==> src/rtl/uart_rx_core.sv <==
// rtl/uart_rx_core.sv - 8N1 UART receiver with CLKDIV bit timing, DONE/FRAME_ERR strobes
module uart_rx_core (
    input  logic        CLK,
    input  logic        SRSTN,
    input  logic        SERIAL,
    input  logic [15:0] CLKDIV,
    output logic [7:0]  DATA,
    output logic        DONE,
    output logic        FRAME_ERR,
    output logic        BUSY
);

    typedef enum logic [2:0] {
        S_IDLE,
        S_START,
        S_DATA,
        S_STOP,
        S_WAIT
    } state_t;

    logic        sync1_q;
    logic        rx_s;
    state_t      state_q,   state_d;
    logic [15:0] cntr_q,    cntr_d;
    logic [2:0]  bitcntr_q, bitcntr_d;
    logic [7:0]  shreg_q,   shreg_d;
    logic [15:0] div_q,     div_d;
    logic [7:0]  data_q,    data_d;
    logic        done_q,    done_d;
    logic        ferr_q,    ferr_d;
    logic [15:0] half;

    // Two-flop synchronizer; idles high so reset never looks like a start bit
    always_ff @(posedge CLK) begin
        if (!SRSTN) begin
            sync1_q <= 1'b1;
            rx_s    <= 1'b1;
        end else begin
            sync1_q <= SERIAL;
            rx_s    <= sync1_q;
        end
    end

    always_ff @(posedge CLK) begin
        if (!SRSTN) begin
            state_q   <= S_IDLE;
            cntr_q    <= 16'd0;
            bitcntr_q <= 3'd0;
            shreg_q   <= 8'h00;
            div_q     <= 16'd0;
            data_q    <= 8'h00;
            done_q    <= 1'b0;
            ferr_q    <= 1'b0;
        end else begin
            state_q   <= state_d;
            cntr_q    <= cntr_d;
            bitcntr_q <= bitcntr_d;
            shreg_q   <= shreg_d;
            div_q     <= div_d;
            data_q    <= data_d;
            done_q    <= done_d;
            ferr_q    <= ferr_d;
        end
    end

    assign half = div_q >> 1;

    always_comb begin
        state_d   = state_q;
        cntr_d    = cntr_q;
        bitcntr_d = bitcntr_q;
        shreg_d   = shreg_q;
        div_d     = div_q;
        data_d    = data_q;
        done_d    = 1'b0;
        ferr_d    = 1'b0;
        case (state_q)
            S_IDLE: begin
                if (!rx_s) begin
                    state_d = S_START;
                    cntr_d  = 16'd0;
                    div_d   = CLKDIV;
                end
            end
            S_START: begin
                // Re-check the line at mid start bit to reject short glitches
                if (cntr_q == half) begin
                    if (!rx_s) begin
                        state_d   = S_DATA;
                        cntr_d    = 16'd0;
                        bitcntr_d = 3'd0;
                    end else begin
                        state_d = S_IDLE;
                    end
                end else begin
                    cntr_d = cntr_q + 16'd1;
                end
            end
            S_DATA: begin
                if (cntr_q == div_q) begin
                    shreg_d   = {rx_s, shreg_q[7:1]};
                    cntr_d    = 16'd0;
                    bitcntr_d = bitcntr_q + 3'd1;
                    if (bitcntr_q == 3'd7) begin
                        state_d = S_STOP;
                    end
                end else begin
                    cntr_d = cntr_q + 16'd1;
                end
            end
            S_STOP: begin
                // Leaving at mid stop bit lets the next start edge follow with no gap
                if (cntr_q == div_q) begin
                    if (rx_s) begin
                        data_d  = shreg_q;
                        done_d  = 1'b1;
                        state_d = S_IDLE;
                    end else begin
                        ferr_d  = 1'b1;
                        state_d = S_WAIT;
                    end
                end else begin
                    cntr_d = cntr_q + 16'd1;
                end
            end
            S_WAIT: begin
                if (rx_s) begin
                    state_d = S_IDLE;
                end
            end
            default: begin
                state_d = S_IDLE;
            end
        endcase
    end

    assign DATA      = data_q;
    assign DONE      = done_q;
    assign FRAME_ERR = ferr_q;
    assign BUSY      = (state_q != S_IDLE);

endmodule
==> config.mk <==
export PLATFORM = sky130hd
export DESIGN_NAME = uart_rx_core
export DESIGN_NICKNAME = d
export VERILOG_FILES = /design/src/rtl/uart_rx_core.sv
export SDC_FILE = /design/constraint.sdc
export NUM_CORES = 1
export LEC_CHECK = 0
export BUFFER_PORTS_ARGS = -buffer_cell sky130_fd_sc_hd__buf_2
export CAP_MARGIN = 20
export CORE_UTILIZATION = 45
export CTS_BUF_LIST = sky130_fd_sc_hd__clkbuf_4 sky130_fd_sc_hd__clkbuf_8
export DETAILED_ROUTE_END_ITERATION = 12
export SLEW_MARGIN = 15
export SYNTH_ARGS = -nofsm -noshare
export SYNTH_HDL_FRONTEND = slang
export SYNTH_SLANG_ARGS = --single-unit
==> constraint.sdc <==
create_clock -name CLK -period 2.5 [get_ports CLK]
set_input_delay 0.5 -clock CLK [delete_from_list [all_inputs] [get_ports CLK]]
set_output_delay 0.5 -clock CLK [all_outputs]
set_load 0.1 [all_outputs]
=== Yosys cells after proc, flatten, opt, wreduce, memory -nomap -nowiden ===
Cells that the tools add are included.

* Add/sub/neg operators: 2
* Eq/ne operators: 15
* Multiplexer cells: 20
* Bitwise gates (word level): 1
* Reduce and logical (&&, ||, !) cells: 11

{| class="wikitable"
|+ Operators by type and width
! kind !! number
|-
| $mux W16 || 4
|-
| $pmux W16 S4 || 1
|-
| $mux W3 || 10
|-
| $add A16 B1 Y16 const B || 1
|-
| $eq A16 B15 Y1 || 1
|-
| $eq A16 B16 Y1 || 1
|-
| $ne A2 B2 Y1 const B || 8
|-
| $pmux W3 S5 || 1
|-
| $eq A3 B2 Y1 const B || 2
|-
| $eq A3 B3 Y1 const B || 2
|-
| $pmux W3 S2 || 1
|-
| $reduce_and A2 Y1 || 3
|-
| $reduce_and A3 Y1 || 2
|-
| $reduce_and A6 Y1 || 1
|-
| $reduce_and A4 Y1 || 1
|-
| $reduce_bool A4 Y1 || 1
|-
| $add A3 B1 Y3 const B || 1
|-
| $eq A3 B1 Y1 const B || 1
|-
| $logic_not A3 Y1 || 1
|-
| $reduce_bool A3 Y1 || 1
|-
| $mux W1 || 2
|-
| $mux W2 || 1
|-
| $reduce_bool A2 Y1 || 1
|-
| $not A1 Y1 || 1
|}

* Bits in registers: 58
* Input bits: 19
* Output and inout bits: 11
* Logic and storage cells: 59

=== Depth between registers and ports, before layout ===
Gate-level depths: netlist of the first run.

* Word-level depth: 4
* Mapped depth: 8
* Gate-level depth less buffers: 7

=== Worst setup path before layout of the first run ===
No wires, ideal clock.

* Path kind: flip-flop to flip-flop
* Start: register cntr_q[0]
* End: register cntr_q[14]
* Library setup time: 126 ps
* Arrival: 1806 ps
* Required time: 2374 ps
* Slack: 568 ps
* Stages on the path, launching flop included: 8
* Period minus slack after synthesis: 1932 ps
* Cell sequence: dfxtp_1 -> ha_1 -> nand3_1 -> nor4_1 -> nand4_1 -> nor3_1 -> xnor2_1 -> o21ai_0

* Word-level cells in the longest chain between the ends: 3
* Elaborated cells on any way between the ends: 9

{| class="wikitable"
|+ RTL lines
! what !! RTL line !! source
|-
| from (decl) || 24 || <nowiki>logic [15:0] cntr_q, cntr_d;</nowiki>
|-
| from (signal assigned) || 56 || <nowiki>cntr_q <= cntr_d;</nowiki>
|-
| $add A16 B1 Y16, or another cell as far along || 96, 108, 123 ||
|-
| $mux W16, or another cell as far along || 113 || <nowiki>if (cntr_q == div_q) begin</nowiki>
|-
| $pmux W16 S4 / $reduce_and A2 Y1 (equally long branches) || -- ||
|}

Several ways; a longest one is shown, not always the timed one. The select of a mux whose other input is x is not followed.
A chain may end at the register's enable or synchronous reset.

=== Final worst setup path of the first run ===
* Start: register cntr_q[0]
* End: register data_q[6] (netlist: DATA[6])

* Word-level cells in the longest chain between the ends: 2

{| class="wikitable"
|+ RTL lines
! what !! RTL line !! source
|-
| $eq A16 B16 Y1 || 113 ||
|-
| $reduce_and A3 Y1 (no source line) || -- ||
|-
| to (signal assigned) || 60 || <nowiki>data_q <= data_d;</nowiki>
|-
| to (decl) || 28 || <nowiki>logic [7:0] data_q, data_d;</nowiki>
|}

Every way passes these cells.

==> metrics.yaml, run 1 <==
sta:
  setup_viol: 0
  worst_pin_slew_ns: 0.770
  period_share_pct: 89.8
  rsz0062_at_grt: "no"
  slew_violations: 0
  finalCriticalPeriod_ns: 2.24
  clock_skew_ns: 0.0101
  final_hold_viol_count: 0
  relSlewSlack_pct: 48.7
  fin_setup_tns_ns: 0
  max_freq_mhz: 446
min_path:
  holdPathEnd: "sync1_q"
  holdCritPathClass: "input pin to register"
  holdPathStages: 2
  hp-start: "SERIAL"
setup_path:
  path_class: "register to register"
  reg2reg_to: "DATA[6]"
  worstSetupStartpointType: "register"
  crit_chain: "xnor2_1 -> nand4_1 -> nor4_4 -> and4_1 -> buf_4 -> mux2i_1 -> nor2b_1"
  crit_arrival_ns: 2.47
  rr_worst_depth: 7
  cp_slowest_cell: "dfxtp_1"
  r2r-start: "cntr_q[0]"
  cp_max_fo: 9
  crit_required_ns: 2.73
  slowest_delay_ns: 0.54
  r2r_slack_ns: 0.26
  endpoint_kind: "register"
cells_and_area:
  area_growth_pct: 12.4
  postLayoutCoreUtil_pct: 52.9
  nNetsFinal: 382
  layout-drive-gt1-share_pct: 20.0
  n_antenna_cell: 0
grt:
  grt_overflow_total: 0
  grt_usage_pct: 18.9
  antenna_found_initial: 0
  grt_pass1_wl_microns: 10400
  grt_pass1_vias: 2116
  grt_max_degree: 41
synthesis:
  synth_top_area_share_pct: 38.4
  synth_edf_count: 0
  synth_ff_type: "dfxtp_1"
  synth-seq-cells: 58
  ys_types: 48
  synth_area_leaders: "dfxtp_1, xnor2_1, mux2i_1, nand2_1, nor2b_1"
  synth_warnings: 0
  synth_commonest_cells: "dfxtp_1, nand2_1, xnor2_1, nor2b_1, mux2i_1"
  synth_area_per_cell_sq_um: 9.08
  syn_area_sq_um: 3020
  syn-num-nets: 355
  synth_top_area_cell: "dfxtp_1"
  async_reset_ff_share_pct: 0
  synthCells: 333
  synth_most_common_cell: "dfxtp_1"
  ys_seq_area_share_pct: 38.4
detailed_routing:
  wl_per_cell_microns: 13.8
  via_count: 2326
  drtIter0Drc: 175
  wl_microns: 6080
  antenna_left: 0
  wl_met2_microns: 2550
  via_per_inst: 5.26
  dr.pass1.iters: 4
  highest_layer: "met4"
  wl_met1_microns: 3180
  dr_wl_met3_microns: 248
  drc: 0
clock_tree:
  cts_resized: 0
  tritoncts: "built"
  cts.htree.levels: 3
  clockBufferDepth: 2
  cts.reportedPaths.clkPinSlew_ns: 0.07
  cts_hold_buffers: 0
  cts_made_buffers: 9
  cts_setup_buffers: 0
  clk-insertion-delay-late_ns: 0.33
  clock_sinks: 58
  ctsRootBufferMaster: "clkbuf_8"
floorplanning:
  start_util_pct: 47.1
  die_area_sq_um: 7050
  row_count: 29
  ioPinCount: 30
  dieWidth_microns: 84.0
  core_area_sq_um: 6420
  die_y_microns: 84.0
status:
  status: "completed"
job:
  drv_cap: 0
pwr:
  peakVddDrop_v: 0.000390
  leakage_nw: 1.18
  powerDensity_nw_per_um2: 610
placed_design:
  dp_hpwl_microns: 4370
  io_buffer_count: 29
  gp_congestion: 0.929
==> cells by family after synthesis <==
family                     after synthesis  share of synthesized area [%]
and+or+nand+nor                        130                           23.4
DFF                                     58                           38.4
AOI/OAI and AO/OA                       54                           14.2
buffers and inverters                   37                           6.37
xor gates and xnor gates                33                           10.1
muxes                                   18                           6.37
adders and majority gates                3                           1.24
==> how the worst max path moves through the flow <==
stage                    from         end
floorplan           cntr_q[0]  cntr_q[14]
global route        cntr_q[0]  cntr_q[14]
global placement    cntr_q[0]   cntr_q[5]
CTS                 cntr_q[0]     DATA[4]
detailed placement  cntr_q[0]     DATA[4]
finish              cntr_q[0]     DATA[6]
==> power by group <==
| group | total, W | switching (W) | internal (W) |
|---|---|---|---|
| logic | 0.000237 | 0.000139 | 0.0000978 |
| clock network | 0.000864 | 0.000370 | 0.000495 |
| registers | 0.000972 | 0.0000315 | 0.000941 |
| total | 0.00207 | 0.000540 | 0.00153 |
==> registers in the layout, summed over array words and instances, names as in the netlist <==
name       flops
sync1_q        1
DATA           8
rx_s           1
FRAME_ERR      1
state_q        3
bitcntr_q      3
cntr_q        16
div_q         16
shreg_q        8
DONE           1
==> area by class of cell <==
class	count	area (sq um)
fillers	642	3020
multi-input cells	238	1680
flip-flops and latches	58	1160
repair buffers	37	205
clock buffers	11	145
well taps	77	96.3
inverters	16	60.1
clock inverters	5	53.8
==> worst max-delay path: cells and delay by family (launching register included) <==
kind | cells | cell delay, ns
xor gates and xnor gates | 1 | 0.17
DFF | 1 | 0.54
muxes | 1 | 0.23
buffers and inverters | 1 | 0.20
and+or+nand+nor | 4 | 1.00
==> metal layers <==
layer | vias to the layer above | global-route usage [%]
met5 | - | 0
met4 | 0 | 7.68
met3 | 9 | 4.95
met1 | 1070 | 27.7
li1 | 1203 | -
met2 | 44 | 26.1
==> through the flow <==
| stage | area [sq um] | instances | hold WS (ns) | total power, W | setup WS, ns |
|---|---|---|---|---|---|
| final | 3400 | 442 | 0.354 | 0.00207 | 0.255 |
| after global routing | 3400 | 442 | 0.351 | 0.00217 | 0.0593 |
| after CTS | 3400 | 442 | 0.342 | 0.00210 | 0.253 |
| after detailed placement | 3200 | 426 | 0.394 | 0.00123 | 0.289 |
| after global placement | 3200 | 426 | 0.391 | 0.00123 | 0.350 |
| after floorplan | 3020 | 333 | 0.386 | 0.00116 | 0.568 |
==> layout by cell type, fill, tap and decap left out, drive strengths merged, types with 3 or more instances in the layout <==
cell    Yosys  layout
nor2b      21      21
nand2b      4       4
nor3        6       6
clkbuf     10      11
nand4      12      12
nand3       8       8
nand2      43      43
or3         8       8
ha          3       3
a21boi     16      16
o211ai      9       9
and3        3       3
nor4        6       6
nor2        9       9
buf        11      37
nand3b      4       4
dfxtp      58      58
a21oi       4       4
inv        16      16
mux2i      18      18
clkinv      0       4
o22ai       3       3
xnor2      33      33
o21ai      11      11
Power figures use the tool's default switching activity.
==> run 2, diff against run 1 <==
ABC_AREA = 1   (was unset)
==> metrics.yaml, run 2 <==
status:
  status: "completed"
sta:
  final_hold_viol_count: 0
  rsz0062_at_grt: "no"
  relSlewSlack_pct: 62.7
  slew_violations: 0
  clock_skew_ns: 0.00634
  fin_setup_tns_ns: 0
  finalCriticalPeriod_ns: 2.02
  max_freq_mhz: 495
  worst_pin_slew_ns: 0.555
  period_share_pct: 80.9
  setup_viol: 0
synthesis:
  synth_edf_count: 0
  synth_most_common_cell: "nand2_1"
  synth_top_area_share_pct: 33.7
  ys_seq_area_share_pct: 33.7
  synth_warnings: 0
  synth_ff_type: "dfxtp_1"
  synth_area_per_cell_sq_um: 6.26
  synthCells: 550
  synth_top_area_cell: "dfxtp_1"
  syn-num-nets: 572
  async_reset_ff_share_pct: 0
  synth-seq-cells: 58
  ys_types: 34
  syn_area_sq_um: 3440
  synth_commonest_cells: "nand2_1, nor2_1, dfxtp_1, inv_1, a21oi_1"
  synth_area_leaders: "dfxtp_1, nand2_1, nor2_1, a21oi_1, o21ai_0"
floorplanning:
  dieWidth_microns: 89.4
  row_count: 31
  start_util_pct: 46.9
  ioPinCount: 30
  die_y_microns: 89.4
  die_area_sq_um: 8000
  core_area_sq_um: 7330
job:
  drv_cap: 0
setup_path:
  crit_arrival_ns: 1.52
  worstSetupStartpointType: "register"
  endpoint_kind: "output port"
  path_class: "register to output port"
  crit_required_ns: 2.00
  cp_max_fo: 8
cells_and_area:
  layout.cells.non_filler: 680
  area_growth_pct: 11.7
  multi_input_area_sq_um: 1930
  final_cell_mix: "nand2_1, nor2_1, dfxtp_1"
  layout-drive-gt1-share_pct: 15.8
  fillers: 755
  seq_area_sq_um: 1160
  nNetsFinal: 598
  n_antenna_cell: 0
  final_common_cell: "nand2_1"
  largestRegisters: "cntr_q: 16 flops, div_q: 16 flops"
detailed_routing:
  wl_microns: 8420
  dr.pass1.iters: 4
  wl_per_cell_microns: 12.4
  via_per_inst: 4.89
  drtIter0Drc: 177
  via_count: 3326
  antenna_left: 0
  drc: 0
grt:
  grt_usage_pct: 23.3
  antenna_found_initial: 0
  grt_pass1_wl_microns: 14200
  grt_pass1_vias: 3076
  grt_max_degree: 25
  grt_overflow_total: 0
placed_design:
  placedCellCount: 664
  gp_congestion: 0.832
  io_buffer_count: 29
  dp_hpwl_microns: 5970
pwr:
  powerDensity_nw_per_um2: 1120
  leakage_nw: 1.83
  peakVddDrop_v: 0.000823
clock_tree:
  clock_sinks: 58
  cts_resized: 0
  cts_made_buffers: 9
  clockBufferDepth: 2
  clk-insertion-delay-late_ns: 0.34
  ctsRootBufferMaster: "clkbuf_8"
  cts_hold_buffers: 0
  cts_setup_buffers: 0
  cts.reportedPaths.clkPinSlew_ns: 0.07
  cts.htree.levels: 3
  tritoncts: "built"
min_path:
  holdCritPathClass: "input pin to register"
==> run 2: changes by cell type after synthesis, moves of 16 or more <==
cell and change:
inv_1 +31, nor2_1 +68, o21ai_0 +27, a21boi_0 -16, nor2b_1 -21, xnor2_1 -31, nand2_1 +154, a21oi_1 +36
mux2i_1 -17
==> run 2: area by class of cell <==
cell class	instances	area share, %
Multi-Input combinational cell	417	50.3
Sequential cell	58	30.2
Inverter	54	5.28
Timing Repair Buffer	36	5.14
Clock buffer	11	3.78
Tap cell	99	3.22
Clock inverter	5	2.02
==> run 2: path summary, 6_finish.rpt <==
kind                   start        end  slack (ns)  cells after the start
setup / recovery  state_q[2]       BUSY        0.48                      3
hold reg to reg      sync1_q       rx_s        0.41                      1
hold / removal        SERIAL    sync1_q        0.34                      2
setup reg to reg   cntr_q[3]  cntr_q[5]        0.51                     11
==> run 2: worst max-delay path, stage by stage, from the launching register on <==
cell and delay [ns]:
dfxtp_1 0.50, nor2_1 0.11, nand2_1 0.12, buf_2 0.44
==> run 2: logic make-up (layout without fill, tap and decap cells) <==
group / Yosys count / in the layout / share of synthesized area (%)
adder cells (fa/ha/maj): 3 / 3 / 1.09
AND/OR/NAND/NOR: 311 / 311 / 37.1
AO/OA/AOI/OAI: 95 / 95 / 16.0
flip-flops: 58 / 58 / 33.7
XOR/XNOR: 8 / 8 / 2.04
buffers and inverters: 75 / 106 / 10.0
==> run 2: metrics by stage <==
stage	utilization (%)	area [sq um]	worst slack, ns	hold WS [ns]	power, W
3_3_place_gp	49.4	3620	0.537	0.395	0.00331
6_report	52.4	3840	0.478	0.344	0.00432
2_1_floorplan	-	3440	0.499	0.393	0.00299
3_5_place_dp	49.4	3620	0.535	0.400	0.00333
5_1_grt	52.4	3840	0.207	0.349	0.00470
4_1_cts	52.4	3840	0.478	0.328	0.00434
==> run 2: report_power, final <==
| part | switching (W) | total [W] | internal (W) | leakage, nW |
|---|---|---|---|---|
| registers | 0.000221 | 0.00131 | 0.00109 | 0.472 |
| logic | 0.00138 | 0.00202 | 0.000640 | 1.25 |
| clock network | 0.000395 | 0.000991 | 0.000596 | 0.113 |
| total | 0.00199 | 0.00432 | 0.00233 | 1.83 |
==> run 2: per-layer routing <==
metal / up-vias / wire [microns] / global-route usage, %
li1: 1760 / - / -
met2: 66 / 3870 / 39.0
met4: 0 / 132 / 7.65
met3: 12 / 420 / 5.36
met5: - / 0 / 0
met1: 1488 / 4000 / 29.6
==> run 3, diff against run 2 <==
PLACE_DENSITY = 0.65   (was unset)
clock period = 1.7 ns   (was 2.5 ns; I/O delays follow)
==> metrics.yaml, run 3 (same netlist as run 2, synthesis figures left out) <==
status:
  status: "complete, but fails checks"
  violations: "negative setup slack"
detailed_routing:
  wl_microns: 8900
  wl_per_cell_microns: 12.0
  dr.pass1.iters: 5
  via_per_inst: 4.83
  antenna_left: 0
  drtIter0Drc: 178
  drc: 0
  via_count: 3567
pwr:
  switching_share_pct: 44.3
  peakVddDrop_v: 0.000858
  seqPwrFrac_pct: 25.3
  internal_power_w: 0.00416
  p_sw_w: 0.00331
  powerDensity_nw_per_um2: 1660
  p_clk_share_pct: 19.2
  power_frac_comb_pct: 55.5
  leakage_nw: 2.15
cells_and_area:
  final_cell_mix: "nand2_1, nor2_1, buf_4"
  nNetsFinal: 657
  area_growth_pct: 30.6
  largestRegisters: "cntr_q: 16 flops, div_q: 16 flops"
  fin_area_sq_um: 4490
  layout.cells.non_filler: 739
  layout-drive-gt1-share_pct: 34.5
  postLayoutCoreUtil_pct: 61.3
  final_common_cell: "nand2_1"
  n_antenna_cell: 0
  seq_area_sq_um: 1200
  fillers: 680
  multi_input_area_sq_um: 2020
setup_path:
  worstSetupStartpointType: "register"
  cp_num_buf_inv: 3
  crit_arrival_ns: 2.02
  path_class: "register to register"
  slowest_delay_ns: 0.35
  crit_top_cell: "nand2_1"
  crit_chain: "inv_1 -> nand2_1 -> nand2_1 -> nor2_1 -> nand2_1 -> nor2_4 -> nand2_4 -> buf_4 -> o21bai_4 -> buf_12 -> nand2_1 -> nand2_1 -> a21oi_2"
  crit_required_ns: 1.94
  endpoint_kind: "register"
  crit_family: "simple AND/OR/NAND/NOR gates"
  cp_max_fo: 30
  cp_slowest_cell: "dfxtp_2"
sta:
  hold_ws_ns: 0.174
  final_hold_viol_count: 0
  slew_violations: 0
  worst_pin_slew_ns: 0.485
  max_freq_mhz: 562
  rsz0062_at_grt: "yes"
  period_share_pct: 105
  fin_setup_tns_ns: -1.55
  worst_slack_ns: -0.0790
  setup_viol: 27
  relSlewSlack_pct: 67.9
  finalCriticalPeriod_ns: 1.78
  clock_skew_ns: 0.0115
clock_tree:
  cts.reportedPaths.clkPinSlew_ns: 0.07
  cts_made_buffers: 9
  clk-insertion-delay-late_ns: 0.36
  cts.htree.levels: 3
  clockBufferDepth: 2
  ctsRootBufferMaster: "clkbuf_8"
  tritoncts: "built"
  clock_sinks: 58
floorplanning:
  row_count: 31
  die_area_sq_um: 8000
  core_area_sq_um: 7330
  start_util_pct: 46.9
  dieWidth_microns: 89.4
  ioPinCount: 30
  die_y_microns: 89.4
placed_design:
  placedCellCount: 713
  dp_hpwl_microns: 5990
  io_buffer_count: 29
  gp_congestion: 0.843
  placed_cell_area_sq_um: 4060
grt:
  grt_usage_pct: 24.4
  grt_pass1_vias: 3366
  antenna_found_initial: 0
  grt_max_degree: 52
  grt_overflow_total: 0
  grt_pass1_wl_microns: 14700
min_path:
  holdCritPathClass: "input pin to register"
job:
  drv_cap: 0
run 3: changes by cell type in the layout (fill, tap and decap cells not counted), sizes merged:
cell      before  now
clkinv         2    3
clkbuf        11    9
clkinvlp       1    2
buf           36   95
run 3: layout make-up:
cell class	count	share of cell area, %
clock inverters	7	2.09
multi-input cells	417	45.0
well taps	99	2.76
flip-flops and latches	58	26.7
repair buffers	95	16.1
clock buffers	9	2.76
inverters	54	4.57
run 3: path summary, 6_finish.rpt:
check / startpoint / slack [ns] / cells after the start / end
worst max-delay path: div_q[14] / -0.08 / 13 / cntr_q[4]
worst min-delay path: SERIAL / 0.17 / 2 / sync1_q
worst max register to register: div_q[14] / -0.08 / 13 / cntr_q[4]
worst min register to register: sync1_q / 0.41 / 1 / rx_s
run 3: power by group through the flow:
| stage | Sequential (W) | Clock (W) | Combinational [W] |
|---|---|---|---|
| floorplan | 0.00184 | 0 | 0.00256 |
| finish | 0.00189 | 0.00144 | 0.00415 |
| CTS | 0.00185 | 0.00147 | 0.00388 |
| detailed placement | 0.00185 | 0 | 0.00369 |
| global route | 0.00192 | 0.00152 | 0.00457 |
| global placement | 0.00184 | 0 | 0.00362 |
run 3: metrics by stage:
step,power (W),worst slack (ns)
2_1_floorplan,0.00440,0.00123
3_3_place_gp,0.00547,-0.0426
3_5_place_dp,0.00554,-0.148
4_1_cts,0.00720,-0.0253
5_1_grt,0.00800,-0.187
6_report,0.00747,-0.0790
run 3: routing by layer:
layer,track usage [%],routed length [microns],up-vias
met4,12.0,233,0
met1,28.1,4020,1587
met3,4.62,318,21
li1,-,-,1888
met5,0,0,-
met2,43.4,4330,71
run 3: repair_timing:
action / in CTS / in global routing
pin swaps: 11 / 25
gates cloned: 0 / 0
hold endpoints to repair: 0 / 0
buffers inserted: 5 / 5
gates resized for setup: 31 / 55
endpoints found under the setup margin: 19 / 39
hold buffers: 0 / 0
